## src/rtl/wphy_pam4_rx_des.sv

```systemverilog
// wphy_pam4_rx_des: PAM4/NRZ slicer deserializer with bitslip; WPHY_PAM4_GRAY_DEC_EN enables Gray decode of PAM4 symbols.
module wphy_pam4_rx_des #(
  parameter int NSYM = 8
) (
  input  logic              clk,
  input  logic              rst,
  input  logic              ena,
  input  logic              pam4_en,
  input  logic [1:0]        din,
  input  logic              bitslip,
  output logic [2*NSYM-1:0] dout,
  output logic              dout_valid,
  output logic              slip_pend
);
  localparam int W = 2 * NSYM;
  localparam int CW = $clog2(W);
  logic [CW-1:0] cnt;
  logic [CW-1:0] lim;
  logic [W-1:0]  sr;
  logic [W-1:0]  sr_nxt;
  logic [1:0]    sym;
  logic          mode_q;
  logic          chg;
  logic          cap;
  logic          last;
`ifdef WPHY_PAM4_GRAY_DEC_EN
  assign sym = {din[1], din[1] ^ din[0]};
`else
  assign sym = din;
`endif
  // Symbols enter at the top and shift down, so the first one ends at the LSB.
  always_comb begin
    chg    = pam4_en != mode_q;
    cap    = ena && !chg && !slip_pend;
    lim    = pam4_en ? CW'(NSYM - 1) : CW'(W - 1);
    last   = cap && cnt == lim;
    sr_nxt = pam4_en ? {sym, sr[W-1:2]} : {din[1], sr[W-1:1]};
  end
  always_ff @(posedge clk) begin
    if (rst) begin
      cnt        <= '0;
      sr         <= '0;
      dout       <= '0;
      dout_valid <= 1'b0;
      slip_pend  <= 1'b0;
      mode_q     <= pam4_en;
    end else begin
      dout_valid <= last;
      if (last) dout <= sr_nxt;
      if (ena) begin
        mode_q <= pam4_en;
        if (chg) begin
          cnt       <= '0;
          sr        <= '0;
          slip_pend <= 1'b0;
        end else if (slip_pend) begin
          slip_pend <= 1'b0;
        end else begin
          sr        <= sr_nxt;
          cnt       <= last ? '0 : cnt + CW'(1);
          slip_pend <= bitslip;
        end
      end
    end
  end
endmodule

```

## config.mk

```make
export PLATFORM = sky130hd
export DESIGN_NAME = wphy_pam4_rx_des
export DESIGN_NICKNAME = d
export VERILOG_FILES = /design/src/rtl/wphy_pam4_rx_des.sv
export SDC_FILE = /design/constraint.sdc
export NUM_CORES = 1
export LEC_CHECK = 0
export CAP_MARGIN = 15
export CORE_MARGIN = 2
export CORE_UTILIZATION = 53
export CTS_BUF_LIST = sky130_fd_sc_hd__clkbuf_8
export CTS_CLUSTER_SIZE = 28
export DETAILED_ROUTE_END_ITERATION = 7
export MAX_ROUTING_LAYER = met4
export PLACE_DENSITY = 0.89
export RECOVER_POWER = 50
export SKIP_LAST_GASP = 1
export SLEW_MARGIN = 10
export SYNTH_ARGS = -nofsm -noshare
export SYNTH_HDL_FRONTEND = slang
export SYNTH_SLANG_ARGS = --single-unit
```

## constraint.sdc

```tcl
create_clock -name clk -period 2 [get_ports clk]
set_input_delay 0.3 -clock clk [delete_from_list [all_inputs] [get_ports clk]]
set_output_delay 0.3 -clock clk [all_outputs]
set_load 0.05 [all_outputs]
```

==> qor.csv <==
stage;metric;value;unit
drt;wire_per_inst;15.11;um
logic_synthesis;yosys_warnings;0;
pwr;power;1.450;mW
clock_tree;cts-resized-gates;0;
pwr;comb_power_share;0.095;
logic_synthesis;synth_area;0.001650;mm2
sta;final_hold_viol_count;0;
pwr;vdd_drop_max;426.2;uV
worst_setup_path;r2r-start;mode_q$_DFFE_PP_;
logic_synthesis;ys_types;29;
sta;period_share;0.9339;
clock_tree;clk_pin_slew;0.07;ns
clock_tree;cts-hold-fix-buffers;0;
cells_and_area;layout-area-overhead-vs-synth;28.05;%
sta;period_minus_slack;1.868;ns
place;routabilityCongestion;0.7715;
clock_tree;cts_buffer_depth;2;
worst_setup_path;worstPathArrival;2.04;ns
clock_tree;clock-root-buffer;clkbuf_8;
global_routing;gr-total-overflow;0;
die;start_util;0.5496;
sta;fin_worst_skew;0.002197;ns
pwr;clkPwrFrac;0.370;
pwr;intPower;1.096;mW
die;die_h;59.80;um
drt;drtIter0Drc;38;
clock_tree;htreeDepth;2;
drt;routed_via_density;5.623;
job;drv_cap;0;
global_routing;grt_usage;0.2295;
min_path;hold_path_class;reg2reg;
sta;worst_pin_slew;0.5063;ns
clock_tree;worst_skew_pair.late_latency;0.29;ns
global_routing;grt_pass1_wl;5782;um
cells_and_area;fin_nets;210;
worst_setup_path;cp-start-kind;input port;
logic_synthesis;syn_area_per_cell;10.19;um2
pwr;power.density;685.9;mW/mm2
drt;drcViolationCount;0;
logic_synthesis;synth_edf_count;1;
clock_tree;postCtsSetupRepairBufs;0;
clock_tree;cts_buffers;5;
drt;routed_wl;3566;um
global_routing;antenna_found_initial;0;
worst_setup_path;worstPathCellList;clkdlybuf4s50_1 > xor2_4 > clkbuf_2 > o21ai_2 > buf_4 > a22oi_1 > nor2_1;
worst_setup_path;cpPeakStageDelay;0.62;ns
worst_setup_path;crit_path_end_kind;register;
sta;clock.fmax;535.4;MHz
pwr;p_seq_frac;0.535;
logic_synthesis;synth_nets;170;
worst_setup_path;cp_data_required_time;2.17;ns
min_path;min_from;dout[3]$_SDFFE_PP0P_;
cells_and_area;fin_cells;236;
global_routing;first_global_vias;1301;
global_routing;grt_max_degree;26;
logic_synthesis;synth_async_sr_flop_share;0;
die;coreArea;0.003003;mm2
pwr;swShare;0.2441;
worst_setup_path;crit_family;buffers and inverters;
sta;max-slew-margin-rel;0.6613;
sta;setup_slack;0.1322;ns
worst_setup_path;crit_slowest_cell;clkdlybuf4s50_1;
die;ioPinCount;25;
worst_setup_path;crit_start;pam4_en;
sta;drv_slew;0;
logic_synthesis;ys_seq_area_frac;0.4670;
place;pre_cts_slack;-0.1362;ns
clock_tree;cts_num_sinks;38;
place;dpl.hpwl;2413;um
pwr;p_leak;0.8268;nW
drt;postRouteAntennaNets;0;
sta;setup_violations;0;
logic_synthesis;synth_flop_cell;dfxtp_1;
drt;drt_first_pass_iters;4;
clock_tree;cts_tree;yes;
cells_and_area;diodes;0;
outcome;outcome;complete, no violations;
place;place_inst;228;
cells_and_area;drive_above_1_share;0.2315;
pwr;switchingPower;0.3538;mW
logic_synthesis;ys_seq_elements;38;
die;fp-row-count;20;
die;die_x;59.80;um
drt;vias;1327;
sta;rsz0062_at_grt;false;
logic_synthesis;syn_inst;162;
worst_setup_path;path_class;in2reg;
worst_setup_path;crit_buf_inv;3;
place;io_buffers;24;
worst_setup_path;cp_max_fo;14;
cells_and_area;final_util;0.7038;
die;dieArea;0.003576;mm2
[through the flow]
step / setup TNS, ns / hold WS, ns / area, um2
CTS: 0 / 0.5125 / 2116
global placement: -0.1632 / 0.4750 / 2024
detailed placement: -1.355 / 0.4944 / 2024
floorplan: 0 / 0.3989 / 1650
global route: 0 / 0.5230 / 2113
finish: 0 / 0.5004 / 2113
[worst register-to-register path, cell delays in order, from the launching register on]
cell and delay [ns]:
edfxtp_1 0.47, xor2_4 0.20, clkbuf_2 0.25, o21ai_2 0.28
buf_4 0.20, a22oi_1 0.09, nor2_1 0.14
[state kept, by name (all words and copies together) (netlist names)]
name        count
dout           16
dout_valid      1
cnt             4
slip_pend       1
sr             15
mode_q          1
[layout make-up]
cell class,count,area [um2]
Tap cell,33,41.29
Clock inverter,2,8.758
Timing Repair Buffer,45,407.9
Sequential cell,38,770.7
Fill cell,210,889.6
Clock buffer,6,82.58
Multi-Input combinational cell,111,798.3
Inverter,1,3.754
[power by group through the flow]
stage	logic (mW)	registers (mW)	clock network, mW
global route	0.147	0.777	0.591
detailed placement	0.138	0.793	0
floorplan	0.0802	0.795	0
global placement	0.132	0.792	0
CTS	0.139	0.776	0.556
finish	0.138	0.776	0.536
[metal layers]
| layer | vias up | share of wire | GRT usage | routed length, um |
|---|---|---|---|---|
| li1 | 647 | - | - | - |
| met1 | 625 | 0.44 | 0.2676 | 1579 |
| met2 | 49 | 0.49 | 0.3665 | 1750 |
| met3 | 6 | 0.050 | 0.07143 | 180 |
| met4 | 0 | 0.015 | 0.09206 | 55 |
| met5 | - | 0 | - | 0 |
[synth_stat cells, types with 2 or more instances]
cell type / n / area (um2)
buf_6: 2 / 22.52
nor2_1: 36 / 135.1
a21oi_1: 10 / 50.05
a22oi_1: 8 / 60.06
clkbuf_1: 6 / 22.52
mux2i_1: 17 / 170.2
mux2_2: 5 / 56.30
dfxtp_1: 37 / 740.7
a211oi_2: 10 / 125.1
nor3_1: 11 / 55.05
buf_2: 2 / 10.01
[placed cells by master, fill, tap and decap left out, drive strengths merged]
master,netlist,routed
mux2,5,5
clkinv,0,1
nor2,36,36
clkbuf,6,7
clkdlybuf4s50,0,11
xor2,2,2
o21ai,1,1
nor3,11,11
mux2i,17,17
a311oi,1,1
a2bb2o,1,1
nand3,1,1
nand2b,1,1
a21oi,10,10
inv,1,2
dfxtp,37,37
nor4b,1,1
dlygate4sd3,0,13
a22oi,8,8
buf,6,20
edfxtp,1,1
and3b,1,1
xnor2,1,1
or2,1,1
a211oi,11,11
ha,1,1
nand2,1,1
[final timing paths]
path / to / slack, ns / cells after the start
setup / recovery: sr[3]$_SDFFE_PP0P_ / 0.13 / 7
hold / removal: dout[3]$_SDFFE_PP0P_ / 0.50 / 2
setup reg to reg: sr[3]$_SDFFE_PP0P_ / 0.29 / 6
hold reg to reg: dout[3]$_SDFFE_PP0P_ / 0.50 / 2
[cells by family after synthesis]
group           share of synthesized area
buf+inv                           0.04927
fa+ha+maj                        0.007580
mux                                0.1372
simple gates                       0.1478
compound gates                     0.1638
flops                              0.4670
xor+xnor                          0.02730
(Power assumes the default switching activity.)
